$ cat src/rtl/mem_arb_pkg.sv
// Shared types and constants for the memory port arbiter (mem_port_arbiter).
package mem_arb_pkg;

  localparam int MAX_MASTERS = 8;
  localparam int PERF_CNT_W  = 16;
  localparam int IDX_W       = $clog2(MAX_MASTERS);

  typedef logic [IDX_W-1:0] master_idx_t;

  // Round-robin successor of idx among n masters.
  function automatic master_idx_t next_idx(input master_idx_t idx, input int n);
    if (int'(idx) == n - 1) begin
      return '0;
    end
    return idx + 1'b1;
  endfunction

endpackage

$ cat src/rtl/mem_arb_rr_pick.sv
// Rotating-priority picker: first requester at or after rr_ptr, wrapping to 0.
module mem_arb_rr_pick
  import mem_arb_pkg::*;
#(
  parameter int NUM_MASTERS = 2
) (
  input  logic [NUM_MASTERS-1:0] req,
  input  master_idx_t            rr_ptr,
  output logic                   valid,
  output master_idx_t            win
);

  int          sum;
  master_idx_t cand;

  always_comb begin
    valid = 1'b0;
    win   = '0;
    sum   = 0;
    cand  = '0;
    for (int i = 0; i < NUM_MASTERS; i++) begin
      sum = int'(rr_ptr) + i;
      if (sum >= NUM_MASTERS) begin
        sum = sum - NUM_MASTERS;
      end
      cand = master_idx_t'(sum);
      for (int j = 0; j < NUM_MASTERS; j++) begin
        if (!valid && req[j] && (cand == master_idx_t'(j))) begin
          valid = 1'b1;
          win   = cand;
        end
      end
    end
  end

endmodule

$ cat src/rtl/mem_port_arbiter.sv
// Round-robin arbiter sharing one OBI-style memory port between NUM_MASTERS requesters.
// Optional perf counters are built when MEM_ARB_PERF_EN is defined.
module mem_port_arbiter
  import mem_arb_pkg::*;
#(
  parameter int NUM_MASTERS = 2,
  parameter int ADDR_WIDTH  = 32,
  parameter int DATA_WIDTH  = 32
) (
  input  logic                              clk,
  input  logic                              rst,
  input  logic [NUM_MASTERS-1:0]            m_req_i,
  input  logic [NUM_MASTERS-1:0]            m_we_i,
  input  logic [NUM_MASTERS*ADDR_WIDTH-1:0] m_addr_i,
  input  logic [NUM_MASTERS*DATA_WIDTH-1:0] m_wdata_i,
  output logic [NUM_MASTERS-1:0]            m_gnt_o,
  output logic [NUM_MASTERS-1:0]            m_rvalid_o,
  output logic [DATA_WIDTH-1:0]             m_rdata_o,
  output logic                              mem_req_o,
  output logic                              mem_we_o,
  output logic [ADDR_WIDTH-1:0]             mem_addr_o,
  output logic [DATA_WIDTH-1:0]             mem_wdata_o,
  input  logic                              mem_gnt_i,
  input  logic                              mem_rvalid_i,
  input  logic [DATA_WIDTH-1:0]             mem_rdata_i
`ifdef MEM_ARB_PERF_EN
  ,
  output logic [NUM_MASTERS*PERF_CNT_W-1:0] perf_gnt_cnt_o,
  output logic [PERF_CNT_W-1:0]             perf_conflict_o
`endif
);

  // Handshake: a request (req with we/addr/wdata) must be held until gnt is seen
  // high in the same cycle; the transfer is accepted on req & gnt at posedge, and
  // exactly one rvalid follows in the next cycle for every accepted transfer.

  logic        pick_valid;
  master_idx_t win;
  master_idx_t rr_ptr;
  master_idx_t owner_q;
  logic        pend_q;
  logic [DATA_WIDTH-1:0] rdata_q;
  logic        accept;

  mem_arb_rr_pick #(
    .NUM_MASTERS (NUM_MASTERS)
  ) u_pick (
    .req    (m_req_i),
    .rr_ptr (rr_ptr),
    .valid  (pick_valid),
    .win    (win)
  );

  always_comb begin
    mem_req_o   = pick_valid & ~rst;
    mem_we_o    = 1'b0;
    mem_addr_o  = '0;
    mem_wdata_o = '0;
    m_gnt_o     = '0;
    for (int i = 0; i < NUM_MASTERS; i++) begin
      if (pick_valid && (win == master_idx_t'(i))) begin
        mem_we_o    = m_we_i[i];
        mem_addr_o  = m_addr_i[i*ADDR_WIDTH +: ADDR_WIDTH];
        mem_wdata_o = m_wdata_i[i*DATA_WIDTH +: DATA_WIDTH];
        m_gnt_o[i]  = mem_gnt_i & ~rst;
      end
    end
  end

  assign accept = mem_req_o & mem_gnt_i;

  // Read data is captured in the grant cycle because the memory drives it
  // combinationally from the address that is only valid then.
  always_ff @(posedge clk) begin
    if (rst) begin
      rr_ptr  <= '0;
      owner_q <= '0;
      pend_q  <= 1'b0;
      rdata_q <= '0;
    end else if (accept) begin
      rr_ptr  <= next_idx(win, NUM_MASTERS);
      owner_q <= win;
      pend_q  <= 1'b1;
      rdata_q <= mem_rdata_i;
    end else begin
      pend_q  <= 1'b0;
    end
  end

  // Gating with rst drops a response that was pending when reset arrived.
  always_comb begin
    m_rvalid_o = '0;
    for (int i = 0; i < NUM_MASTERS; i++) begin
      m_rvalid_o[i] = mem_rvalid_i & pend_q & ~rst & (owner_q == master_idx_t'(i));
    end
  end

  assign m_rdata_o = rdata_q;

`ifdef MEM_ARB_PERF_EN
  logic [PERF_CNT_W-1:0] gnt_cnt_q [NUM_MASTERS];
  logic [PERF_CNT_W-1:0] conflict_q;

  always_ff @(posedge clk) begin
    if (rst) begin
      for (int i = 0; i < NUM_MASTERS; i++) begin
        gnt_cnt_q[i] <= '0;
      end
      conflict_q <= '0;
    end else begin
      for (int i = 0; i < NUM_MASTERS; i++) begin
        if (accept && (win == master_idx_t'(i)) && (gnt_cnt_q[i] != '1)) begin
          gnt_cnt_q[i] <= gnt_cnt_q[i] + 1'b1;
        end
      end
      if (($countones(m_req_i) >= 2) && (conflict_q != '1)) begin
        conflict_q <= conflict_q + 1'b1;
      end
    end
  end

  always_comb begin
    perf_gnt_cnt_o = '0;
    for (int i = 0; i < NUM_MASTERS; i++) begin
      perf_gnt_cnt_o[i*PERF_CNT_W +: PERF_CNT_W] = gnt_cnt_q[i];
    end
  end

  assign perf_conflict_o = conflict_q;
`endif

endmodule
$ cat config.mk
export PLATFORM = sky130hd
export DESIGN_NAME = mem_port_arbiter
export DESIGN_NICKNAME = d
export VERILOG_FILES = /design/src/rtl/mem_arb_pkg.sv /design/src/rtl/mem_arb_rr_pick.sv /design/src/rtl/mem_port_arbiter.sv
export SDC_FILE = /design/constraint.sdc
export NUM_CORES = 1
export LEC_CHECK = 0
export CORE_AREA = 4 4 103 105
export CTS_BUF_LIST = sky130_fd_sc_hd__clkbuf_16
export CTS_CLUSTER_DIAMETER = 120
export DETAILED_ROUTE_END_ITERATION = 8
export DIE_AREA = 0 0 107 109
export PLACE_DENSITY = 0.74
export SYNTH_ARGS = -nofsm -noshare
export SYNTH_HDL_FRONTEND = slang
export SYNTH_HIERARCHICAL = 1
export SYNTH_SLANG_ARGS = --single-unit
$ cat constraint.sdc
create_clock -name clk -period 9.73 [get_ports clk]
set_clock_uncertainty 0.1 [all_clocks]
set_input_delay 1.4595 -clock clk [delete_from_list [all_inputs] [get_ports clk]]
set_output_delay 1.4595 -clock clk [all_outputs]
set_load 0.1 [all_outputs]
# [Word level (Yosys, flattened, before mapping)]
# Cells that the tools add are included.
[word_totals] ff_bits=39 elab_cells=63
[op_classes] add_sub_neg=4 magnitude_cmp=2 n_eq_ne=5 muxes=24 n_bitwise=8 n_reduce_logical=16
[op_table] cell="two-way mux 32 bit" n=4
[op_table] cell="two-way mux 3 bit" n=8
[op_table] cell="equality test 3 x 1 -> 1 bit (second input constant)" n=4
[op_table] cell="logical NOT 3 bit" n=4
[op_table] cell="two-way mux 1 bit" n=12
[op_table] cell="logical AND 1 bit" n=9
[op_table] cell="bitwise AND 1 bit" n=7
[op_table] cell="adder 3 x 1 -> 4 bit (second input constant)" n=1
[op_table] cell=">= comparator 4 x 2 -> 1 bit (second input constant)" n=1
[op_table] cell="adder 3 x 1 -> 3 bit (second input constant)" n=1
[op_table] cell="equality test 3 x 2 -> 1 bit (second input constant)" n=1
[op_table] cell=">= comparator 3 x 2 -> 1 bit (second input constant)" n=1
[op_table] cell="logical NOT 1 bit" n=3
[op_table] cell="subtractor 3 x 2 -> 3 bit (second input constant)" n=1
[op_table] cell="subtractor 3 bit (second input constant)" n=1
[op_table] cell="inverter 1 bit" n=1

# [Depth between registers and ports, before layout]
# Gate-level depths: netlist of the first run.
[logic_depth] ltp_word=22 mapped_depth=10 depth_no_buf=9

# [Cells and area by module]
# Netlist of the first run, hierarchy kept.
[by_module_without_submodules] module="mem_port_arbiter" instances=1 cells_each=257 area_per_inst_um2=2172.1
[by_module_without_submodules] module="mem_arb_rr_pick" instances=1 cells_each=29 area_per_inst_um2=229.0

# [Least setup slack after synthesis of the first run]
# No wires, ideal clock.
[synth_path] kind="in2out" start="input m_req_i[1]" end="output mem_addr_o[0]" t_arrival_ps=3714 slack_ps=4456 path_stages=7 path_buffers=2 path_cell_list="nor2b_1 > a32oi_1 > o32ai_1 > and4bb_2 > buf_6 > buf_2 > a22o_1"
[synth_between] elab_chain_len=15 word_cells_on_any_way=20
[synth_rtl] item="from (decl)" line="mem_port_arbiter.sv:12" text="input logic [NUM_MASTERS-1:0] m_req_i,"
[synth_rtl] item="logical AND 1 bit (2 in a row)" line="mem_arb_rr_pick.sv:28" text="if (!valid && req[j] && (cand == master_idx_t'(j))) begin"
[synth_rtl] item="two-way mux 1 bit" line="mem_arb_rr_pick.sv:28"
[synth_rtl] item="logical NOT 1 bit" line="mem_arb_rr_pick.sv:28"
[synth_rtl] item="logical AND 1 bit (2 in a row)" line="mem_arb_rr_pick.sv:28"
[synth_rtl] item="two-way mux 1 bit" line="mem_arb_rr_pick.sv:28"
[synth_rtl] item="logical NOT 1 bit" line="mem_arb_rr_pick.sv:28"
[synth_rtl] item="logical AND 1 bit (2 in a row)" line="mem_arb_rr_pick.sv:28"
[synth_rtl] item="two-way mux 3 bit (*)" line="mem_arb_rr_pick.sv:28"
[synth_rtl] item="named net win[0]" line="mem_port_arbiter.sv:38" text="master_idx_t win;"
[synth_rtl] item="logical NOT 3 bit" line="mem_port_arbiter.sv:61" text="if (pick_valid && (win == master_idx_t'(i))) begin"
[synth_rtl] item="logical AND 1 bit" line="mem_port_arbiter.sv:61"
[synth_rtl] item="two-way mux 32 bit" line="mem_port_arbiter.sv:61"
[synth_rtl] item="two-way mux 32 bit (*)" line="mem_port_arbiter.sv:61"
[synth_rtl] item="to (decl)" line="mem_port_arbiter.sv:21" text="output logic [ADDR_WIDTH-1:0] mem_addr_o,"
# The timed path passes the listed nets; every way through them passes the cells marked *.

# [Worst setup path after layout of the first run]
[layout_path] start="input m_req_i[1]" end="output mem_wdata_o[11]"
[layout_between] elab_chain_len=15 word_cells_on_any_way=20
[layout_rtl] item="logical AND 1 bit (2 in a row)" line="mem_arb_rr_pick.sv:28"
[layout_rtl] item="two-way mux 1 bit" line="mem_arb_rr_pick.sv:28"
[layout_rtl] item="logical NOT 1 bit" line="mem_arb_rr_pick.sv:28"
[layout_rtl] item="logical AND 1 bit (2 in a row)" line="mem_arb_rr_pick.sv:28"
[layout_rtl] item="two-way mux 1 bit" line="mem_arb_rr_pick.sv:28"
[layout_rtl] item="logical NOT 1 bit" line="mem_arb_rr_pick.sv:28"
[layout_rtl] item="logical AND 1 bit (2 in a row)" line="mem_arb_rr_pick.sv:28"
[layout_rtl] item="two-way mux 3 bit (*)" line="mem_arb_rr_pick.sv:28"
[layout_rtl] item="named net win[0]" line="mem_port_arbiter.sv:38"
[layout_rtl] item="logical NOT 3 bit" line="mem_port_arbiter.sv:61"
[layout_rtl] item="logical AND 1 bit" line="mem_port_arbiter.sv:61"
[layout_rtl] item="two-way mux 32 bit" line="mem_port_arbiter.sv:61"
[layout_rtl] item="two-way mux 32 bit (*)" line="mem_port_arbiter.sv:61"
[layout_rtl] item="to (decl)" line="mem_port_arbiter.sv:22" text="output logic [DATA_WIDTH-1:0] mem_wdata_o,"
# Marks and branches as above.

==> run_results.csv, run 1 <==
group,metric,value,unit
status,status,"finished, final reports clean",
pwr,peakVddDrop,0.134,mV
setup_path,slowest_delay,1.18,ns
clocking,ctsResizeCount,0,
placed_design,dp_hpwl,12.4,mm
sta,hold_ws,0.371,ns
finish,nNetsFinal,712,
sta,setup_tns,0,ns
setup_path,required,8.17,ns
drt,vias,3248,
global_route,antenna_found_initial,2,
sta,setup_violations,0,
logic_synthesis,ys_warn_count,6,
clocking,insertion_delay,0.27,ns
clocking,clock_sinks,39,
setup_path,cp_max_fo,55,
floorplanning,die_area,11700,um2
clocking,cts_tree,"done",
global_route,grt_pass1_wl,21.3,mm
placed_design,dpl_worst_slack,2.70,ns
logic_synthesis,netlist.area_leader.share,0.325,
setup_path,r2r_cells,10,
global_route,grt_max_degree,56,
logic_synthesis,synth_cell_type_count,36,
setup_path,arrival,5.51,ns
logic_synthesis,synth_most_common_cell,"nand2_1",
hold_path,hold_path.class,"reg -> reg",
setup_path,cp-start-kind,"input port",
floorplanning,num_rows,36,
floorplanning,start_util,0.249,
setup_path,crit_chain,"clkdlybuf4s50_1 > nor2b_1 > a32oi_1 > o32ai_1 > and4bb_2 > buf_4 > a22o_1 > clkdlybuf4s50_1",
drt,vias_per_cell,4.80,
global_route,grt_pass1_vias,3381,
finish,drive_gt1_frac,0.0333,
clocking,htreeDepth,2,
finish,fillers,905,
hold_path,min_path_cells,2,
clocking,cts_root_buf,"clkbuf_16",
logic_synthesis,yosysSeqAreaShare,0.325,
global_route,grt.total_usage,0.249,
logic_synthesis,syn_area,2400,um2
setup_path,path_buf_inv,3,
setup_path,endpoint_kind,"primary output",
setup_path,crit_path_start,"m_req_i[1]",
sta,rsz0062_at_grt,"no",
logic_synthesis,yosys.area.top_type,"dfxtp_1",
drt,first_pass_iters,4,
clocking,cts_inserted_buffers,5,
setup_path,cp_slowest_cell,"clkdlybuf4s50_1",
sta,fin_crit_sh,0.726,
drt,wl_met1,6.29,mm
logic_synthesis,netlist_top_cells_area,"dfxtp_1, a22o_1, nand2_1",
setup_path,cp_top_family,"buffers and inverters",
clocking,post-cts-setup-buffers,0,
sta,hold_viol,0,
flow_run,cap_violations,0,
logic_synthesis,postSynthCellCount,286,
setup_path,cpMostUsedCell,"clkdlybuf4s50_1",
drt,post-route-drc-count,0,
logic_synthesis,synth_edf_count,0,
drt,wl_met3,1.75,mm
logic_synthesis,synthTopCellsByCount,"nand2_1, a22o_1, dfxtp_1, nand3b_1, buf_2",
finish,syn_to_final_growth,121,%
pwr,power,0.00108,W
setup_path,worstSetupPathType,"in -> out",
drt,route.top_layer_used,"met4",
sta,fin_ws,2.67,ns
logic_synthesis,syn_nets,458,
pwr,power_density,204,nW/um2
hold_path,hold_start,"m_rdata_o[29]",
pwr,p_leak,2.11,nW
sta,fmax,142,MHz
finish,fin_cells,676,
clocking,clockBufferDepth,2,
floorplanning,num_io_pins,270,
floorplanning,die_w,107,um
logic_synthesis,ys_async_sr_fraction,0,
clocking,clk_transition_reported_paths,0.06,ns
floorplanning,core_area,9640,um2
sta,min_period,7.06,ns
logic_synthesis,synth-seq-cells,39,
floorplanning,die_h,109,um
sta,tightestPinTransition,1.11,ns
sta,slew_headroom,0.259,
drt,wire_per_inst,22.5,um
global_route,grt_overflow_total,0,
logic_synthesis,ys.flop_type,"dfxtp_1",
setup_path,path_depth,8,
setup_path,r2r_start,"rr_ptr[0]",
drt,drtIter0Drc,221,
drt,wl,15.2,mm
placed_design,post-place-cells,666,
drt,dr_wl_met2,6.77,mm
clocking,ctsHoldBuffers,0,
placed_design,portBuffers,269,
placed_design,place_congestion,1.06,
sta,drv_slew,0,
logic_synthesis,syn_avg_cell_area,8.40,um2
drt,ant_nets,0,
## where the power goes
group / total [W] / leakage (nW) / switching (W) / internal (W)
Clock: 0.000178 / 0.0812 / 0.0000591 / 0.000119
Combinational: 0.000720 / 1.71 / 0.000520 / 0.000199
Sequential: 0.000186 / 0.320 / 0.00000977 / 0.000176
Total: 0.00108 / 2.11 / 0.000589 / 0.000495
## worst register-to-register path: stages, from the launching register on
cell,delay [ns]
dfxtp_1,0.44
inv_1,0.11
ha_1,0.24
or4b_4,0.54
and3_4,0.20
o21ai_1,0.31
nand3b_1,0.12
buf_4,0.29
inv_2,0.54
nand2_1,0.16
a21oi_1,0.16
## path summary, 6_finish.rpt
kind / to / slack [ns]
setup / recovery: mem_wdata_o[11] / 2.67
hold / removal: m_rdata_o[29] / 0.37
setup reg to reg: owner_q[0] / 6.45
hold reg to reg: m_rdata_o[29] / 0.37
## metrics by stage
stage / area, um2 / util
2_1_floorplan: 2400 / -
3_3_place_gp: 5140 / 0.534
3_5_place_dp: 5140 / 0.534
4_1_cts: 5310 / 0.551
5_1_grt: 5310 / 0.551
6_report: 5310 / 0.551
## logic make-up (layout without fill, tap and decap cells)
logic type               after synthesis  in the layout  share of synthesized area
buffers and inverters                 32            287                     0.0698
XOR/XNOR                               3              3                     0.0182
flip-flops                            39             39                      0.325
adder cells (fa/ha/maj)                4              4                     0.0208
AND/OR/NAND/NOR                      131            131                      0.296
AO/OA/AOI/OAI                         75             75                      0.264
multiplexers                           1              1                    0.00469
other                                  1              3                    0.00156
## final cells by class
class / instances / area (um2) / area share
diodes: 2 / 5.00 / 0.000942
inverters: 6 / 22.5 / 0.00424
repair buffers: 273 / 2720 / 0.512
clock buffers: 5 / 125 / 0.0235
clock inverters: 3 / 38.8 / 0.00730
well taps: 133 / 166 / 0.0313
flip-flops and latches: 39 / 781 / 0.147
multi-input cells: 215 / 1450 / 0.273
## per-layer routing
metal / track usage / vias up
met1: 0.305 / 1506
met2: 0.397 / 185
li1: - / 1539
met5: 0 / -
met3: 0.112 / 18
met4: 0.0721 / 0
## layout by cell type, fill, tap and decap left out, types with 2 or more instances in the layout
cell	Yosys	layout
a22o_1	65	65
o21ai_0	2	2
nor2b_1	2	2
diode_2	0	2
nand3b_1	38	38
nor2_1	4	4
nand2_1	76	76
dfxtp_1	39	39
and3b_1	2	2
clkdlybuf4s50_1	0	269
inv_1	5	5
buf_4	7	4
clkbuf_16	0	5
a21oi_1	2	2
ha_1	4	4
## state kept, by name (all words and copies together) (netlist names)
register,count
m_rdata_o,32
owner_q,3
rr_ptr,3
pend_q,1
Power figures use the tool's default switching activity.
==> inputs of run 2 (changes only) <==
--- a/config.mk
+++ b/config.mk
@@ -5,12 +5,12 @@
 export SDC_FILE = /design/constraint.sdc
 export NUM_CORES = 1
 export LEC_CHECK = 0
-export CORE_AREA = 4 4 103 105
+export CORE_AREA = 4 4 104 106
 export CTS_BUF_LIST = sky130_fd_sc_hd__clkbuf_16
 export CTS_CLUSTER_DIAMETER = 120
 export DETAILED_ROUTE_END_ITERATION = 8
-export DIE_AREA = 0 0 107 109
-export PLACE_DENSITY = 0.74
+export DIE_AREA = 0 0 108 110
+export PLACE_DENSITY = 0.72
 export SYNTH_ARGS = -nofsm -noshare
 export SYNTH_HDL_FRONTEND = slang
 export SYNTH_HIERARCHICAL = 1
==> constraint.sdc (replaced) <==
create_clock -name clk -period 6.5 [get_ports clk]
set_clock_uncertainty 0.1 [all_clocks]
set_input_delay 0.975 -clock clk [delete_from_list [all_inputs] [get_ports clk]]
set_output_delay 0.975 -clock clk [all_outputs]
set_load 0.1 [all_outputs]
==> run 2 against run 1 <==
- hold slack lost 0.00070 ns
- core utilization is 2.8 points lower
- sequential cell count stayed put
- sequential share of layout area rose by 0.57 points
- worst setup slack lost 1.5 ns
==> run_results.csv, run 2 (same netlist as run 1, synthesis figures left out) <==
group,metric,value,unit
clocking,ctsHoldBuffers,0,
global_route,grt_pass1_wl,19.6,mm
clocking,cts_inserted_buffers,5,
finish,drive_gt1_frac,0.154,
clocking,post-cts-setup-buffers,0,
setup_path,cp_max_fo,34,
global_route,grt_overflow_total,0,
clocking,cts_root_buf,"clkbuf_16",
global_route,grt_max_degree,66,
setup_path,required,5.42,ns
setup_path,endpoint_kind,"primary output",
pwr,clock_power_share,0.143,
sta,hold_viol,0,
sta,drv_slew,0,
drt,vias_per_cell,4.79,
floorplanning,start_util,0.246,
clocking,clk_transition_reported_paths,0.05,ns
finish,final_common_cell,"clkdlybuf4s50_1",
clocking,clockBufferDepth,2,
setup_path,arrival,4.22,ns
sta,setup_tns,0,ns
finish,final_cell_mix,"clkdlybuf4s50_1, nand2_1, buf_4, a22o_1, dfxtp_1",
pwr,p_int,0.000678,W
sta,hold_ws,0.370,ns
floorplanning,num_rows,36,
setup_path,worstSetupPathType,"in -> out",
flow_run,cap_violations,0,
drt,drtIter0Drc,208,
pwr,p_seq_frac,0.180,
sta,fin_crit_sh,0.815,
clocking,insertion_delay,0.27,ns
setup_path,cp-start-kind,"input port",
drt,first_pass_iters,4,
drt,ant_nets,0,
clocking,htreeDepth,2,
setup_path,r2r_start,"rr_ptr[0]",
clocking,cts_tree,"done",
finish,largest_reg_flops,32,
setup_path,r2r_cells,10,
status,status,"finished, final reports clean",
floorplanning,core_area,9770,um2
placed_design,place_congestion,0.942,
setup_path,crit_path_start,"m_req_i[1]",
setup_path,reg2reg_slack,3.33,ns
finish,nNetsFinal,713,
sta,tightestPinTransition,1.04,ns
clocking,clock_sinks,39,
pwr,p_sw,0.000867,W
sta,setup_violations,0,
hold_path,hold_path.class,"reg -> reg",
setup_path,r2r_end,"owner_q[0]",
sta,slew_headroom,0.307,
drt,post-route-drc-count,0,
global_route,grt.total_usage,0.218,
drt,wl,13.7,mm
sta,fmax,189,MHz
finish,syn_to_final_growth,113,%
placed_design,dp_hpwl,10.8,mm
drt,vias,3223,
clocking,ctsResizeCount,0,
pwr,p_leak,2.21,nW
floorplanning,die_area,11900,um2
pwr,peakVddDrop,0.193,mV
floorplanning,die_h,110,um
floorplanning,num_io_pins,270,
floorplanning,die_w,108,um
global_route,grt_pass1_vias,3262,
setup_path,crit_end,"mem_wdata_o[8]",
pwr,switching_share,0.561,
sta,min_period,5.30,ns
pwr,power_density,302,nW/um2
finish,diodes,0,
global_route,antenna_found_initial,0,
pwr,pwr-share-comb,0.677,
placed_design,portBuffers,269,
drt,wire_per_inst,20.3,um
sta,rsz0062_at_grt,"no",
## run 2: changes by cell type in the layout (fill, tap and decap cells not counted)
cell and delta:
clkinv_2 -1, clkinv_1 -1, clkdlybuf4s50_1 -66, inv_1 +1
bufinv_16 -1, diode_2 -2, buf_4 +67
## run 2: cell type report
cell class | count | area, um2
inverter | 6 | 22.5
tap | 133 | 166
timing repair buffer | 274 | 2560
clock inverter | 1 | 3.75
fill | 937 | 4660
clock buffer | 5 | 125
sequential | 39 | 781
multi-input combinational | 215 | 1450
## run 2: worst min path at each step
stage	slack [ns]	cells after the start	startpoint	to
floorplan	0.34	2	owner_q[2]	owner_q[2]
CTS	0.37	2	m_rdata_o[14]	m_rdata_o[14]
global placement	0.36	2	owner_q[0]	owner_q[0]
finish	0.37	2	m_rdata_o[1]	m_rdata_o[1]
detailed placement	0.36	2	owner_q[2]	owner_q[2]
global route	0.39	2	m_rdata_o[14]	m_rdata_o[14]
## run 2: power by group through the flow
| stage | logic, W | clock network [W] | registers, W |
|---|---|---|---|
| finish | 0.00105 | 0.000222 | 0.000278 |
| global route | 0.00107 | 0.000242 | 0.000280 |
| detailed placement | 0.00104 | 0 | 0.000282 |
| global placement | 0.00104 | 0 | 0.000281 |
| floorplan | 0.000619 | 0 | 0.000427 |
| CTS | 0.00105 | 0.000231 | 0.000278 |
## run 2: routing by layer
metal / part of all wire / routed length, um / up-vias / GRT usage
met5: 0 / 0 / - / 0
met4: 0.014 / 195 / 0 / 0.0406
met3: 0.11 / 1440 / 10 / 0.0705
met2: 0.47 / 6460 / 165 / 0.378
met1: 0.41 / 5580 / 1508 / 0.266
li1: - / - / 1540 / -
## run 2: critical path, cell delays in order
cell and delay, ns:
clkdlybuf4s50_1 0.49, nor2b_1 0.14, a32oi_1 0.13, o32ai_1 0.76
and4bb_2 0.86, buf_4 0.38, a22o_1 0.19, buf_4 0.29
## run 2: metrics by stage
step / area [um2] / total power (W) / utilization / setup WS [ns] / cells
floorplan: 2400 / 0.00105 / - / 2.20 / 286
global placement: 4990 / 0.00132 / 0.510 / 1.34 / 667
detailed placement: 4990 / 0.00133 / 0.510 / 1.23 / 667
CTS: 5120 / 0.00156 / 0.523 / 1.21 / 673
global route: 5120 / 0.00160 / 0.523 / 0.965 / 673
finish: 5120 / 0.00154 / 0.523 / 1.20 / 673
